==> src/rtl/count_seg_display.sv <==
// count_seg_display
// Display stage for the 5-bit free-running event counter. Captures the
// counter value, converts it to two BCD digits with a compare/subtract
// chain, and scans them onto a 2-digit multiplexed 7-segment display.
// A one-cycle wrap_pulse flags each sampled 31 -> 0 transition.
//
// Pipeline: count -> cap (1 cycle) -> bcd_* (2 cycles) -> seg/an (3 cycles).
// an and seg are registered together, so they always change on the same
// edge and never disagree for part of a cycle.

module count_seg_display #(
    parameter int SCAN_DIV = 4,     // clk cycles per digit, >= 2
    parameter bit BLANK_LZ = 1'b1   // 1 = blank tens digit when it is 0
) (
    input  logic       clk,
    input  logic       reset,
    input  logic [4:0] count,
    input  logic       hold,
    output logic [6:0] seg,
    output logic [1:0] an,
    output logic [3:0] bcd_tens,
    output logic [3:0] bcd_ones,
    output logic       wrap_pulse
);

    localparam int SCAN_W = (SCAN_DIV > 2) ? $clog2(SCAN_DIV) : 1;
    localparam logic [SCAN_W-1:0] SCAN_LAST = SCAN_W'(SCAN_DIV - 1);

    localparam logic [6:0] SEG_BLANK = 7'h00;
    localparam logic [6:0] SEG_ZERO  = 7'h3F;

    // Segment pattern for one decimal digit, {g,f,e,d,c,b,a}, active-high.
    // Codes above 9 cannot reach here; they show a blank digit.
    function automatic logic [6:0] encode(input logic [3:0] digit);
        logic [6:0] pattern;
        case (digit)
            4'd0:    pattern = 7'h3F;
            4'd1:    pattern = 7'h06;
            4'd2:    pattern = 7'h5B;
            4'd3:    pattern = 7'h4F;
            4'd4:    pattern = 7'h66;
            4'd5:    pattern = 7'h6D;
            4'd6:    pattern = 7'h7D;
            4'd7:    pattern = 7'h07;
            4'd8:    pattern = 7'h7F;
            4'd9:    pattern = 7'h6F;
            default: pattern = SEG_BLANK;
        endcase
        return pattern;
    endfunction

    logic [4:0]        cap;
    logic [SCAN_W-1:0] scan_cnt;
    logic              dig_sel;

    logic [3:0]        tens_next;
    logic [3:0]        ones_next;
    logic [3:0]        shown_digit;
    logic [6:0]        seg_next;
    logic [1:0]        an_next;

    // Stage 1: sample the counter unless frozen, and flag a 31 -> 0 step.
    // hold wins over a coincident wrap: cap keeps 31 and no pulse is raised.
    always_ff @(posedge clk or posedge reset) begin
        // NOTE: registers take non-blocking (<=) so every flop in this block
        // samples its inputs from before the edge, independent of statement order.
        if (reset) begin
            cap        <= 5'd0;
            wrap_pulse <= 1'b0;
        end else begin
            if (!hold) begin
                cap <= count;
            end
            wrap_pulse <= !hold && (cap == 5'd31) && (count == 5'd0);
        end
    end

    // Binary -> BCD for 0..31 by comparing against 30/20/10 and subtracting.
    always_comb begin
        // NOTE: both outputs get a default before any branch so no path
        // leaves them unassigned, which would otherwise infer a latch.
        tens_next = 4'd0;
        ones_next = 4'(cap);
        if (cap >= 5'd30) begin
            tens_next = 4'd3;
            ones_next = 4'(cap - 5'd30);
        end else if (cap >= 5'd20) begin
            tens_next = 4'd2;
            ones_next = 4'(cap - 5'd20);
        end else if (cap >= 5'd10) begin
            tens_next = 4'd1;
            ones_next = 4'(cap - 5'd10);
        end
    end

    // Stage 2: register the BCD digits.
    always_ff @(posedge clk or posedge reset) begin
        if (reset) begin
            bcd_tens <= 4'd0;
            bcd_ones <= 4'd0;
        end else begin
            bcd_tens <= tens_next;
            bcd_ones <= ones_next;
        end
    end

    // Scan timer: each digit stays selected for SCAN_DIV cycles, ignoring hold.
    always_ff @(posedge clk or posedge reset) begin
        if (reset) begin
            scan_cnt <= '0;
            dig_sel  <= 1'b0;
        end else if (scan_cnt == SCAN_LAST) begin
            scan_cnt <= '0;
            dig_sel  <= ~dig_sel;
        end else begin
            scan_cnt <= scan_cnt + 1'b1;
        end
    end

    // Pick the selected digit and its segment pattern, blanking a leading zero.
    always_comb begin
        shown_digit = dig_sel ? bcd_tens : bcd_ones;
        an_next     = dig_sel ? 2'b10 : 2'b01;
        seg_next    = encode(shown_digit);
        if (BLANK_LZ && dig_sel && (bcd_tens == 4'd0)) begin
            seg_next = SEG_BLANK;
        end
    end

    // Stage 3: register digit enable and segments on the same edge.
    always_ff @(posedge clk or posedge reset) begin
        if (reset) begin
            an  <= 2'b01;
            seg <= SEG_ZERO;
        end else begin
            an  <= an_next;
            seg <= seg_next;
        end
    end

endmodule

==> config.mk <==
export PLATFORM = sky130hd
export DESIGN_NAME = count_seg_display
export DESIGN_NICKNAME = d
export VERILOG_FILES = /design/src/rtl/count_seg_display.sv
export SDC_FILE = /design/constraint.sdc
export NUM_CORES = 1
export LEC_CHECK = 0
export ABC_CLOCK_PERIOD_IN_PS = 4800
export BUFFER_PORTS_ARGS = -buffer_cell sky130_fd_sc_hd__buf_2
export CAP_MARGIN = 40
export CORE_AREA = 2 2 51 53
export DETAILED_ROUTE_END_ITERATION = 8
export DIE_AREA = 0 0 53 55
export GPL_ROUTABILITY_DRIVEN = 0
export PLACE_DENSITY = 0.79
export SYNTH_ARGS = -nofsm -noshare
export SYNTH_HDL_FRONTEND = slang
export SYNTH_SLANG_ARGS = --single-unit
==> constraint.sdc <==
create_clock -name clk -period 4.8 [get_ports clk]
set_input_delay 0.72 -clock clk [delete_from_list [all_inputs] [get_ports clk]]
set_output_delay 0.72 -clock clk [all_outputs]
set_load 0.01 [all_outputs]
After elaboration in Yosys (flattened, before gate mapping)
Memory sizes are Yosys's and may differ from the RTL's.
Index checks and enable logic that the tools add are counted.
{"block": "totals", "out_inout_bits": 18, "rom_bits": 112, "ramBits": 0, "wordCells": 35, "latchBits": 0, "n_memories": 1, "register_bits": 26}
{"block": "op_classes", "n_eq_ne": 2, "shifts": 0, "mul": 0, "addsub": 4, "muxes": 10, "reduce_logical": 6, "n_lt_le_gt_ge": 3, "bitwise": 1, "n_div": 0}
{"name": "(no name shown)", "words": 16, "word_bits": 7, "rd": 1, "rd_ports_with_merged_regs": 0, "wr": 0, "line_no": "36", "text": "case (digit)"}
{"operator": "4-bit 2-to-1 mux", "count": 4}
{"operator": "5-bit >= comparator (second input constant)", "count": 2}
{"operator": "2-bit 2-to-1 mux", "count": 4}
{"operator": "4-bit subtractor (second input constant)", "count": 2}
{"operator": "7-bit 2-to-1 mux", "count": 1}
{"operator": "5-bit == test (second input constant)", "count": 1}
{"operator": "5-bit by 4-bit >= comparator with 1-bit output (second input constant)", "count": 1}
{"operator": "5-bit zero test", "count": 1}
{"operator": "4-bit zero test", "count": 1}
{"operator": "4-bit by 3-bit subtractor with 4-bit output (second input constant)", "count": 1}
{"operator": "1-bit logical AND", "count": 3}
{"operator": "2-bit by 1-bit adder with 2-bit output (second input constant)", "count": 1}
{"operator": "2-bit == test (second input constant)", "count": 1}
{"operator": "1-bit zero test", "count": 1}
{"operator": "1-bit 2-to-1 mux", "count": 1}
{"operator": "1-bit NOT", "count": 1}

Logic depth before layout (Yosys ltp)
{"block": "depth", "word_depth": 4, "mapped_depth": 8}

Worst setup path after synthesis
No wires, ideal clock.
{"block": "synth_timing", "path_type": "register to register", "start": "register dig_sel", "end": "register seg[6]", "period_less_slack_ns": 1.647, "arrival_time_ns": 1.553, "n_path_buf": 1, "setup_ns": 0.094, "setup_slack_ns": 3.153, "t_required_ns": 4.706, "stages_incl_launch_ff": 8, "path_cell_list": "dfrtp_1 -> buf_2 -> mux2i_1 -> inv_1 -> ha_1 -> a21oi_1 -> nor3_1 -> a211oi_1"}
{"block": "synth_via", "elab_chain_cells": 3}
{"item": "start: declaration", "line_no": "54", "text": "logic dig_sel;"}
{"item": "start signal: assignment", "line_no": "114", "text": "dig_sel <= ~dig_sel;"}
{"item": "4-bit 2-to-1 mux", "line_no": "122", "text": "shown_digit = dig_sel ? bcd_tens : bcd_ones;"}
{"item": "memory read 16 x 7 bit"}
{"item": "7-bit 2-to-1 mux *", "line_no": "125", "text": "if (BLANK_LZ && dig_sel && (bcd_tens == 4'd0)) begin"}
{"item": "via seg_next[6]", "line_no": "59", "text": "logic [6:0] seg_next;"}
{"item": "end signal: assignment", "line_no": "137", "text": "seg <= seg_next;"}
{"item": "end: declaration", "line_no": "19", "text": "output logic [6:0] seg,"}
Mark *: on every way through the listed nets, which the timed path passes. The rest lies on a longest branch.
A chain may end at the register's enable or synchronous reset.

Worst setup path in the final report
Ends and elaborated chain as after synthesis.

==> results_dict.tcl <==
set metrics [dict create \
    status "completed" \
    rows 18 \
    path_clk_slew_ns 0.12 \
    via_count 864 \
    reg2reg_from "dig_sel" \
    reg2reg_slack_ns 2.94 \
    clk_latency_ns 0.30 \
    final_area_mm2 0.00145 \
    cts_tree "done" \
    yosys_warnings 0 \
    final_hold_viol_count 0 \
    cts_setup_buffers 0 \
    dieWidth_um 53 \
    slew_headroom_pct 65.9 \
    power_density_mw_per_mm2 378 \
    io-pin-count 26 \
    cts_buffers 3 \
    core_area_mm2 0.00236 \
    setup_viol 0 \
    critPathMaxStageDelay_ns 0.68 \
    nNetsFinal 153 \
    mostFrequentLayoutCells "23 x buf_2, 17 x dfrtp_1, 10 x ha_1, 7 x inv_1, 7 x dfstp_2" \
    slowest_stage "dfrtp_1" \
    dp_hpwl_mm 1.67 \
    synthCells 110 \
    grt_max_degree 19 \
    synthDistinctLibCells 41 \
    r2r_end "seg[6]" \
    startpoint "dig_sel" \
    ir_worst_vdd_mv 0.219 \
    cts_buffer_depth 2 \
    overflow 0 \
    cp.required_ns 5.02 \
    worst_pin_slew_ns 0.511 \
    cp-endpoint "seg[6]" \
    dieArea_mm2 0.00292 \
    min_period_ns 1.86 \
    dieHeight_um 55 \
    holdBufCountCts 0 \
    worst_setup_path_end_kind "register" \
    hp-class "in -> async" \
    rsz0062_at_grt "no" \
    netlist_area_mm2 0.00126 \
    clockRootBuffer "clkbuf_4" \
    post_dp_cell_area_mm2 0.00142 \
    fin_tns_setup_ns 0 \
    max-cap-violations 0 \
    grt_pass1_wl_mm 3.49 \
    dr.pass1.iters 2 \
    cp-start-kind "register" \
    critPathMaxFanout 14 \
    arrival_ns 2.08 \
    postSynthAreaPerCell_um2 11.5 \
    first_global_vias 858 \
    crit_chain "mux2i_1 > inv_1 > ha_1 > a21oi_1 > nor3_1 > a211oi_1" \
    route.detailed.drc 0 \
    post_drt_wl_per_cell_um 12.5 \
    htree_levels 1 \
    r2r_cells 6 \
    track_usage_pct 16.7 \
    p_leak_nw 0.670 \
    drtIter0Drc 1 \
    port_buffers 23 \
    layout-drive-gt1-share_pct 32.8 \
    grt_antenna_before_repair 0 \
    cts.sinks 24 \
    ant_nets 0 \
    via_per_inst 5.27 \
    period_share_pct 38.8 \
    ys_seq_area_share_pct 48.2 \
    layout_commonest_cell "buf_2" \
    fin_skew_ns 0.00204 \
    crit_type "reg -> reg" \
    drv_slew 0 \
    synthToLayoutAreaGrowth_pct 14.3 \
    wirelength_mm 2.05 \
    diodes 0 \
    cts_resized 0 \
    start_util_pct 53.5 \
    timing.fmax_ghz 0.537 \
    yosys_register_bits 24 \
]
-- routing by layer --
metal	GRT usage, %	up-vias	wire length, um
met1	15.3	416	757
met5	0	-	0
li1	-	425	-
met3	2.42	2	92
met2	35.2	21	1180
met4	8.12	0	20
-- flip-flops by register name, indices dropped and copies added, names as in the netlist --
| register | flops |
|---|---|
| wrap_pulse | 1 |
| seg | 7 |
| dig_sel | 1 |
| scan_cnt | 2 |
| bcd_tens | 2 |
| an | 2 |
| bcd_ones | 4 |
| cap | 5 |
-- synth_stat cells --
library cell / number / area [um2]
dfrtp_1: 17 / 425
ha_1: 10 / 125
dfstp_2: 7 / 184
inv_1: 7 / 26.3
nor2_1: 6 / 22.5
mux2_1: 5 / 56.3
a21oi_1: 4 / 20.0
mux2i_1: 4 / 40.0
nand2_1: 4 / 15.0
nand2b_1: 4 / 25.0
a211oi_1: 3 / 22.5
nor2b_1: 3 / 18.8
buf_2: 2 / 10.0
buf_4: 2 / 15.0
inv_2: 2 / 7.51
nand4_1: 2 / 12.5
o21ai_0: 2 / 10.0
o22ai_1: 2 / 12.5
xor2_1: 2 / 17.5
a211oi_2: 1 / 12.5
a21boi_1: 1 / 7.51
a21boi_2: 1 / 11.3
a311oi_1: 1 / 8.76
a31o_1: 1 / 8.76
and2_4: 1 / 8.76
and3_4: 1 / 11.3
clkbuf_1: 1 / 3.75
conb_1: 1 / 3.75
mux2_2: 1 / 11.3
nand2_2: 1 / 6.26
nand3b_1: 1 / 7.51
nor3_1: 1 / 5.00
nor3_2: 1 / 10.0
nor4_1: 1 / 6.26
nor4b_1: 1 / 8.76
o21ai_1: 1 / 5.00
o21ba_1: 1 / 10.0
o22a_1: 1 / 8.76
o31ai_1: 1 / 7.51
o32ai_4: 1 / 27.5
xnor2_1: 1 / 8.76
-- worst min path at each step --
stage                     slack, ns          end        start  cells after the start
after floorplan                0.40  scan_cnt[0]  scan_cnt[0]                      1
after global placement         0.41  scan_cnt[0]  scan_cnt[0]                      1
after detailed placement       0.43  scan_cnt[0]  scan_cnt[0]                      1
after CTS                      0.35       cap[3]        reset                      2
after global routing           0.36       cap[3]        reset                      2
final                          0.36       cap[1]        reset                      2
-- power breakdown --
group / internal, mW / switching [mW] / total, mW
clock network: 0.0323 / 0.0552 / 0.0875
registers: 0.254 / 0.0287 / 0.283
logic: 0.0828 / 0.0931 / 0.176
total: 0.369 / 0.177 / 0.546
-- layout make-up --
| type | count | area [um2] |
|---|---|---|
| clock buffers | 4 | 26.3 |
| well taps | 30 | 37.5 |
| multi-input cells | 73 | 597 |
| repair buffers | 24 | 143 |
| inverters | 9 | 33.8 |
| flip-flops and latches | 24 | 609 |
| fillers | 204 | 918 |
-- kinds of logic after synthesis --
logic type | synth area share, %
other | 0.296
multiplexers | 8.51
flip-flops | 48.2
AO/OA/AOI/OAI | 13.7
buffers and inverters | 4.95
adder cells (fa/ha/maj) | 9.89
AND/OR/NAND/NOR | 12.5
XOR/XNOR | 2.08
-- through the flow --
step / total power, mW / std cells / utilization (%) / hold WS (ns) / setup WS, ns
6_report: 0.546 / 164 / 61.2 / 0.356 / 2.94
3_5_place_dp: 0.465 / 160 / 60.1 / 0.428 / 2.94
3_3_place_gp: 0.456 / 159 / 58.9 / 0.415 / 3.06
4_1_cts: 0.553 / 164 / 61.2 / 0.351 / 2.92
5_1_grt: 0.587 / 164 / 61.2 / 0.363 / 2.76
2_1_floorplan: 0.404 / 111 / - / 0.403 / 3.15
-- worst max-delay path: cells and delay by family (launching register included) --
family,cells,cell delay (ns)
flops,1,0.68
fa+ha+maj,1,0.21
compound gates,2,0.33
mux,1,0.38
simple gates,1,0.06
buf+inv,1,0.12
No activity file was read; power rests on OpenSTA's default activity.
